## config.mk

```make
export PLATFORM = sky130hd
export DESIGN_NAME = exec_unit
export DESIGN_NICKNAME = d
export VERILOG_FILES = /design/src/rtl/exec_unit.sv
export SDC_FILE = /design/constraint.sdc
export NUM_CORES = 1
export LEC_CHECK = 0
export ABC_CLOCK_PERIOD_IN_PS = 11100
export CAP_MARGIN = 15
export CORE_ASPECT_RATIO = 0.5
export CORE_MARGIN = 2
export CORE_UTILIZATION = 53
export DETAILED_ROUTE_END_ITERATION = 8
export PLACE_DENSITY_LB_ADDON = 0.08
export SLEW_MARGIN = 25
export SYNTH_ARGS = -nofsm -noshare
export SYNTH_HDL_FRONTEND = slang
export SYNTH_SLANG_ARGS = --single-unit
```

## constraint.sdc

```tcl
create_clock -name clk -period 11.1 [get_ports clk]
set_input_delay 2.775 -clock clk [delete_from_list [all_inputs] [get_ports clk]]
set_output_delay 2.775 -clock clk [all_outputs]
set_load 0.01 [all_outputs]
```

## src/rtl/exec_unit.sv

```systemverilog
// exec_unit: execute stage with single-cycle ALU, iterative multiply/divide and writeback to the register file
module exec_unit #(
  parameter int WIDTH = 8,
  parameter int REG_ADDR = 3
) (
  input  logic                clk,
  input  logic                rst,
  input  logic                inValid,
  output logic                inReady,
  input  logic [3:0]          op,
  input  logic [REG_ADDR-1:0] rdIn,
  input  logic [WIDTH-1:0]    a,
  input  logic [WIDTH-1:0]    b,
  output logic                wrEn,
  output logic [REG_ADDR-1:0] rd,
  output logic [WIDTH-1:0]    dOut,
  output logic                zero,
  output logic                carry
);
  typedef enum logic [1:0] {IDLE, MUL, DIV} state_t;
  localparam int CW = $clog2(WIDTH + 1);
  state_t state_q, state_d;
  logic [CW-1:0] cnt_q, cnt_d;
  logic [WIDTH-1:0] acc_q, acc_d, lo_q, lo_d, m_q, m_d, dout_q, dout_d;
  logic [3:0] opc_q, opc_d;
  logic [REG_ADDR-1:0] dst_q, dst_d, rd_q, rd_d;
  logic wr_en_q, wr_en_d, zero_q, zero_d, carry_q, carry_d;
  logic sub;
  logic [WIDTH:0] alu_sum, mul_sum, div_sh;
  logic [WIDTH-1:0] alu_res, div_diff, fin_res;
  logic [2:0] sh;
  logic div_ge, done;
  always_comb begin
    sub = op == 4'd1;
    sh = b[2:0];
    alu_sum = {1'b0, a} + {1'b0, sub ? ~b : b} + {{WIDTH{1'b0}}, sub};
    case (op)
      4'd0, 4'd1: alu_res = alu_sum[WIDTH-1:0];
      4'd2:       alu_res = a & b;
      4'd3:       alu_res = a | b;
      4'd4:       alu_res = a ^ b;
      4'd5:       alu_res = a << sh;
      4'd6:       alu_res = a >> sh;
      default:    alu_res = WIDTH'($signed(a) >>> sh);
    endcase
    mul_sum = {1'b0, acc_q} + (lo_q[0] ? {1'b0, m_q} : '0);
    div_sh = {acc_q, lo_q[WIDTH-1]};
    div_ge = div_sh >= {1'b0, m_q};
    div_diff = div_sh[WIDTH-1:0] - m_q;
    done = cnt_q == CW'(WIDTH);
    fin_res = (opc_q == 4'd8 || opc_q == 4'd10) ? lo_q : acc_q;
    state_d = state_q;
    cnt_d = cnt_q;
    acc_d = acc_q;
    lo_d = lo_q;
    m_d = m_q;
    opc_d = opc_q;
    dst_d = dst_q;
    rd_d = rd_q;
    dout_d = dout_q;
    zero_d = zero_q;
    carry_d = carry_q;
    wr_en_d = 1'b0;
    case (state_q)
      IDLE: if (inValid && op < 4'd8) begin
        wr_en_d = 1'b1;
        rd_d = rdIn;
        dout_d = alu_res;
        zero_d = alu_res == '0;
        carry_d = op < 4'd2 ? alu_sum[WIDTH] : 1'b0;
      end else if (inValid && op < 4'd12) begin
        state_d = op < 4'd10 ? MUL : DIV;
        m_d = op < 4'd10 ? a : b;
        lo_d = op < 4'd10 ? b : a;
        acc_d = '0;
        cnt_d = '0;
        opc_d = op;
        dst_d = rdIn;
      end
      default: if (done) begin
        state_d = IDLE;
        wr_en_d = 1'b1;
        rd_d = dst_q;
        dout_d = fin_res;
        zero_d = fin_res == '0;
        carry_d = 1'b0;
      end else begin
        cnt_d = cnt_q + 1'b1;
        acc_d = state_q == MUL ? mul_sum[WIDTH:1] : (div_ge ? div_diff : div_sh[WIDTH-1:0]);
        lo_d = state_q == MUL ? {mul_sum[0], lo_q[WIDTH-1:1]} : {lo_q[WIDTH-2:0], div_ge};
      end
    endcase
  end
  always_ff @(posedge clk) begin
    if (rst) begin
      state_q <= IDLE;
      cnt_q <= '0;
      acc_q <= '0;
      lo_q <= '0;
      m_q <= '0;
      opc_q <= '0;
      dst_q <= '0;
      rd_q <= '0;
      dout_q <= '0;
      zero_q <= 1'b0;
      carry_q <= 1'b0;
      wr_en_q <= 1'b0;
    end else begin
      state_q <= state_d;
      cnt_q <= cnt_d;
      acc_q <= acc_d;
      lo_q <= lo_d;
      m_q <= m_d;
      opc_q <= opc_d;
      dst_q <= dst_d;
      rd_q <= rd_d;
      dout_q <= dout_d;
      zero_q <= zero_d;
      carry_q <= carry_d;
      wr_en_q <= wr_en_d;
    end
  end
  assign inReady = state_q == IDLE;
  assign wrEn = wr_en_q;
  assign rd = rd_q;
  assign dOut = dout_q;
  assign zero = zero_q;
  assign carry = carry_q;
endmodule

```

==> results of run 1 <==
-- synthesized netlist by cell type (7+ instances only) --
cell / count
nor2_1: 80
a21oi_1: 66
nand2_1: 58
dfxtp_1: 50
ha_1: 42
inv_1: 37
clkbuf_1: 24
a211oi_1: 22
o21ai_0: 22
mux2i_1: 21
xnor2_1: 17
o211ai_1: 15
nor3_1: 13
buf_2: 12
and2_1: 10
a21o_1: 9
nand3_1: 8
nor2b_1: 8
a31oi_1: 7
nand4_1: 7
-- state kept, by name, summed over array words and instances, names as in the netlist --
register  count
cnt_q         4
opc_q         3
dOut          8
m_q           8
carry         1
zero          1
rd            3
lo_q          8
acc_q         8
state_q       2
wrEn          1
dst_q         3
-- power groups by stage --
stage                     Combinational (mW)  Sequential [mW]  Clock [mW]
after detailed placement               0.206            0.207           0
after global routing                   0.233            0.205       0.183
after floorplan                        0.152            0.203           0
after CTS                              0.208            0.203       0.175
after global placement                 0.204            0.206           0
final                                  0.210            0.203       0.173
-- cells by family (layout without fill, tap and decap cells) --
family / Yosys count / in the layout / share of synthesized area, %
compound gates: 182 / 182 / 24.6
xor+xnor: 23 / 23 / 4.11
fa+ha+maj: 45 / 45 / 12.0
buf+inv: 82 / 94 / 7.36
flops: 50 / 50 / 20.4
mux: 33 / 33 / 8.48
simple gates: 230 / 230 / 23.1
-- cell type report --
| cell class | instances | area (um2) |
|---|---|---|
| clock inverters | 2 | 37.5 |
| fillers | 862 | 3370 |
| inverters | 38 | 143 |
| well taps | 117 | 146 |
| multi-input cells | 513 | 3540 |
| flip-flops and latches | 50 | 1000 |
| repair buffers | 48 | 455 |
| clock buffers | 6 | 129 |
-- worst max-delay path by stage --
stage	start	end	slack, ns	depth (start not counted)
finish	op[1]	zero	4.55	14
global route	op[1]	zero	4.15	14
global placement	op[1]	zero	4.41	14
detailed placement	op[1]	zero	4.30	14
floorplan	op[3]	zero	5.17	14
CTS	op[1]	zero	4.59	14
-- worst min-delay path, cell delays in order (launching register included) --
cell and delay, ns:
dfxtp_1 0.31, nand2_1 0.05, a21oi_1 0.05
-- metal layers --
metal / GRT usage (%) / vias up / share of wire [%]
met4: 6.44 / 0 / 1.1
met5: 0 / - / 0
met2: 46.7 / 152 / 45
li1: - / 2335 / -
met3: 2.97 / 10 / 5.6
met1: 43.0 / 2263 / 49
-- metrics by stage --
stage                     hold slack [ns]  cell area (um2)
final                               0.459             5460
after global routing                0.490             5460
after CTS                           0.456             5460
after detailed placement            0.447             5290
after global placement              0.443             5290
after floorplan                     0.432             4900
==> flow_summary.yaml, run 1 <==
placement:
  dp.cells: 766
  post-place-ws_ns: 4.30
  place_congestion: 0.947
  port_buffers: 40
  dp_hpwl_mm: 10.3
cts:
  ctsHoldBuffers: 0
  cts_sinks: 50
  postCtsSetupRepairBufs: 0
  clkTransAtPathRegs_ns: 0.07
  cts_tree: "done"
  post_cts_resized: 0
  clock_latency_ns: 0.29
  numCtsBuffers: 5
  cts_root_buf: "clkbuf_16"
  clockBufferDepth: 2
  htree_levels: 2
job:
  cap_violations: 0
global_routing:
  grt_overflow: 0
  grt_start_max_net_pins: 51
  grt_pass1_wl_mm: 23.7
  grt_pass1_vias: 4549
  antenna_found_initial: 0
  grt_usage_pct: 29.1
power_and_ir_drop:
  switching_power_uw: 199
  combPwrFrac_pct: 35.9
  powerDensity_nw_per_um2: 107
  cellInternalPower_uw: 387
  p_leak_nw: 2.11
  clkPwrFrac_pct: 29.5
  vdd_ir_drop_max_mv: 0.0743
  sequentialPowerShare_pct: 34.6
  power_uw: 586
  p_sw_share_pct: 33.9
synthesis:
  ys_types: 71
  syn_area_per_cell_um2: 7.59
  synth_top_area_share_pct: 20.4
  yosysWarnings: 0
  synthesis.nets: 716
  synthFlopType: "dfxtp_1"
  synthTopCellsByArea: "dfxtp_1, ha_1, a21oi_1"
  yosys_register_bits: 50
  synth_seq_area_share_pct: 20.4
  synthArstFlopShare_pct: 0
  synth.largest_area_cell: "dfxtp_1"
  synth_area_um2: 4900
  synth_edf_count: 0
  syn-instance-count: 645
hold_path:
  worstHoldPathType: "reg2reg"
  holdPathStages: 2
  min_to: "dst_q[2]"
  worstHoldStart: "dst_q[2]"
sta:
  worst_pin_slew_ns: 0.989
  skew_ns: 0.00732
  slew_viol_final: 0
  slew_headroom_pct: 33.9
  setup_viol: 0
  period_needed_ns: 6.55
  rsz0062_at_grt: "no"
  finalHoldViolCount: 0
  min_period_over_period_pct: 59.0
  fmax_mhz: 153
  fin_tns_setup_ns: 0
  layout_setup_ws_ns: 4.55
worst_setup_path:
  cp_data_arrival_time_ns: 6.68
  critical-path-top-delay-family: "compound AO/OA/AOI/OAI gates"
  cp_cell_sequence: "clkdlybuf4s50_1 -> buf_4 -> nor3_1 -> and2_1 -> xnor2_1 -> fa_1 -> a211oi_1 -> o21ai_0 -> a21oi_1 -> nor4_1 -> o32ai_1 -> nor4_1 -> a31oi_1 -> a211oi_1"
  worst_setup_path_end_kind: "register"
  ff2ff_setup_slack_ns: 7.60
  crit_slowest_cell: "nor3_1"
  critical-path-max-stage-delay_ns: 0.59
  r2r-start: "state_q[1]"
  required_ns: 11.23
  crit_buf_inv: 2
  reg2reg_to: "lo_q[2]"
  worst-r2r-cell-count: 7
  worstPathMaxFanout: 29
  path_class: "in2reg"
  crit_path_start_kind: "input port"
detailed_routing:
  first_pass_iters: 5
  ant_nets: 0
  vias: 4760
  viasPerCell: 6.15
  routed_wl_mm: 14.1
  drc: 0
  wire_per_inst_um: 18.3
  drtIter0Drc: 362
layout:
  num-nets-final: 727
  final_util_pct: 61.8
  diodes: 0
  final_cells: 774
  drive_gt1_share_pct: 7.15
  final_cell_mix: "nor2_1, a21oi_1, nand2_1"
  syn2layout_area_growth_pct: 11.4
  final_common_cell: "nor2_1"
outcome:
  status: "finished clean"
floorplanning:
  dieWidth_um: 140
  die_h_um: 72.0
  start_util_pct: 55.5
  ioPinCount: 41
  die_area_um2: 10100
  core_um2: 8830
  rows: 24
No activity file was read; power rests on OpenSTA's default activity.
==> inputs of run 2 (changes only) <==
--- a/config.mk
+++ b/config.mk
@@ -5,7 +5,7 @@
 export SDC_FILE = /design/constraint.sdc
 export NUM_CORES = 1
 export LEC_CHECK = 0
-export ABC_CLOCK_PERIOD_IN_PS = 11100
+export ABC_CLOCK_PERIOD_IN_PS = 5500
 export CAP_MARGIN = 15
 export CORE_ASPECT_RATIO = 0.5
 export CORE_MARGIN = 2
==> constraint.sdc (replaced) <==
create_clock -name clk -period 5.5 [get_ports clk]
set_input_delay 1.375 -clock clk [delete_from_list [all_inputs] [get_ports clk]]
set_output_delay 1.375 -clock clk [all_outputs]
set_load 0.01 [all_outputs]
==> flow_summary.yaml, run 2 (synthesis gave the netlist of run 1 again) <==
global_routing:
  met3_usage_pct: 4.22
  grt_usage_pct: 29.0
  grt_pass1_wl_mm: 23.4
  busiest_layer: "met2"
  antenna_found_initial: 0
  grt_start_max_net_pins: 51
  met2_usage_pct: 44.4
  grt_pass1_vias: 4431
  grt_overflow: 0
  grt_use_met1_pct: 43.0
detailed_routing:
  drtIter0Drc: 373
  routed_wl_mm: 14.2
  wire_per_inst_um: 18.2
  first_pass_iters: 5
  vias: 4830
  drc: 0
  viasPerCell: 6.18
  ant_nets: 0
placement:
  dp.cells: 773
  post-place-ws_ns: 0.625
  place_congestion: 0.954
  port_buffers: 40
  dp_hpwl_mm: 10.4
worst_setup_path:
  cp_data_arrival_time_ns: 4.75
  worst_setup_path_end_kind: "register"
  r2r-start: "state_q[1]"
  required_ns: 5.64
  crit_slowest_cell: "fa_1"
  ff2ff_setup_slack_ns: 2.18
  reg2reg_to: "lo_q[7]"
  critical-path-top-delay-family: "compound AO/OA/AOI/OAI gates"
  path_class: "in2reg"
  crit_path_start_kind: "input port"
  worst-r2r-cell-count: 7
  cp_cell_sequence: "clkdlybuf4s50_1 -> nor3_1 -> buf_4 -> and2_1 -> xnor2_1 -> fa_1 -> a211oi_1 -> o21ai_0 -> a21oi_1 -> nor4_1 -> o32ai_1 -> nor4_1 -> a31oi_1 -> a211oi_1"
  worstPathMaxFanout: 8
  critical-path-max-stage-delay_ns: 0.45
  crit_buf_inv: 2
floorplanning:
  die_area_um2: 10100
  dieWidth_um: 140
  start_util_pct: 55.5
  rows: 24
  core_um2: 8830
  ioPinCount: 41
  die_h_um: 72.0
cts:
  post_cts_resized: 0
  htree_levels: 2
  numCtsBuffers: 5
  cts_sinks: 50
  cts_tree: "done"
  clockBufferDepth: 2
  postCtsSetupRepairBufs: 0
  ctsHoldBuffers: 0
  cts_root_buf: "clkbuf_16"
  clkTransAtPathRegs_ns: 0.07
  clock_latency_ns: 0.30
layout:
  final_cell_mix: "nor2_1, a21oi_1, nand2_1"
  multiInputGateArea_um2: 3550
  final_cells: 781
  fillers: 826
  drive_gt1_share_pct: 8.13
  num-nets-final: 734
  syn2layout_area_growth_pct: 12.6
  diodes: 0
  seqCellArea_um2: 1000
  final_common_cell: "nor2_1"
power_and_ir_drop:
  powerDensity_nw_per_um2: 217
  combPwrFrac_pct: 36.1
  sequentialPowerShare_pct: 34.1
  vdd_ir_drop_max_mv: 0.151
  p_sw_share_pct: 34.4
  switching_power_uw: 411
  power_mw: 1.20
  p_leak_nw: 2.15
  cellInternalPower_uw: 785
  clkPwrFrac_pct: 29.8
sta:
  slew_headroom_pct: 33.1
  worst_pin_slew_ns: 0.999
  period_needed_ns: 4.61
  layout_setup_ws_ns: 0.887
  min_period_over_period_pct: 83.9
  slew_viol_final: 0
  setup_viol: 0
  skew_ns: 0.00596
  rsz0062_at_grt: "no"
  finalHoldViolCount: 0
  fmax_mhz: 217
  fin_tns_setup_ns: 0
hold_path:
  min_to: "carry"
  worstHoldStart: "carry"
  holdPathStages: 2
  worstHoldPathType: "reg2reg"
job:
  cap_violations: 0
outcome:
  status: "finished clean"
-- run 2: power groups by stage --
| stage | clock network [mW] | logic [mW] | registers, mW |
|---|---|---|---|
| finish | 0.356 | 0.431 | 0.408 |
| global placement | 0 | 0.417 | 0.415 |
| detailed placement | 0 | 0.421 | 0.415 |
| floorplan | 0 | 0.306 | 0.409 |
| CTS | 0.359 | 0.424 | 0.407 |
| global route | 0.373 | 0.475 | 0.411 |
-- run 2: worst min-delay path, delay by kind of cell (launching register included) --
| family | cells | cell delay [ns] |
|---|---|---|
| AOI/OAI and AO/OA | 1 | 0.05 |
| and+or+nand+nor | 1 | 0.05 |
| DFF | 1 | 0.31 |
-- run 2: metrics by stage --
step / utilization [%] / cell area (um2) / hold WS (ns)
6_report: 62.5 / 5520 / 0.454
5_1_grt: 62.5 / 5520 / 0.485
4_1_cts: 62.4 / 5510 / 0.456
3_5_place_dp: 60.5 / 5340 / 0.448
3_3_place_gp: 60.5 / 5340 / 0.442
2_1_floorplan: - / 4900 / 0.432
-- run 2: how the worst max path moves through the flow --
| stage | start | depth (start not counted) | slack, ns | end |
|---|---|---|---|---|
| global placement | op[3] | 14 | 0.67 | zero |
| CTS | op[3] | 14 | 0.94 | zero |
| global route | op[3] | 14 | 0.57 | zero |
| detailed placement | op[3] | 14 | 0.63 | zero |
| finish | op[3] | 14 | 0.89 | zero |
| floorplan | op[3] | 14 | 0.97 | zero |
-- run 2: layout make-up --
cell class / instances / share of cell area (%)
inverters: 38 / 2.59
flip-flops and latches: 50 / 18.1
clock inverters: 2 / 0.680
clock buffers: 6 / 2.34
repair buffers: 55 / 9.21
well taps: 117 / 2.65
multi-input cells: 513 / 64.4
-- run 2: layer usage --
metal	up-vias	share of wire, %
met5	-	0
met3	22	7.2
met4	0	2.0
met2	182	42
met1	2280	49
li1	2346	-
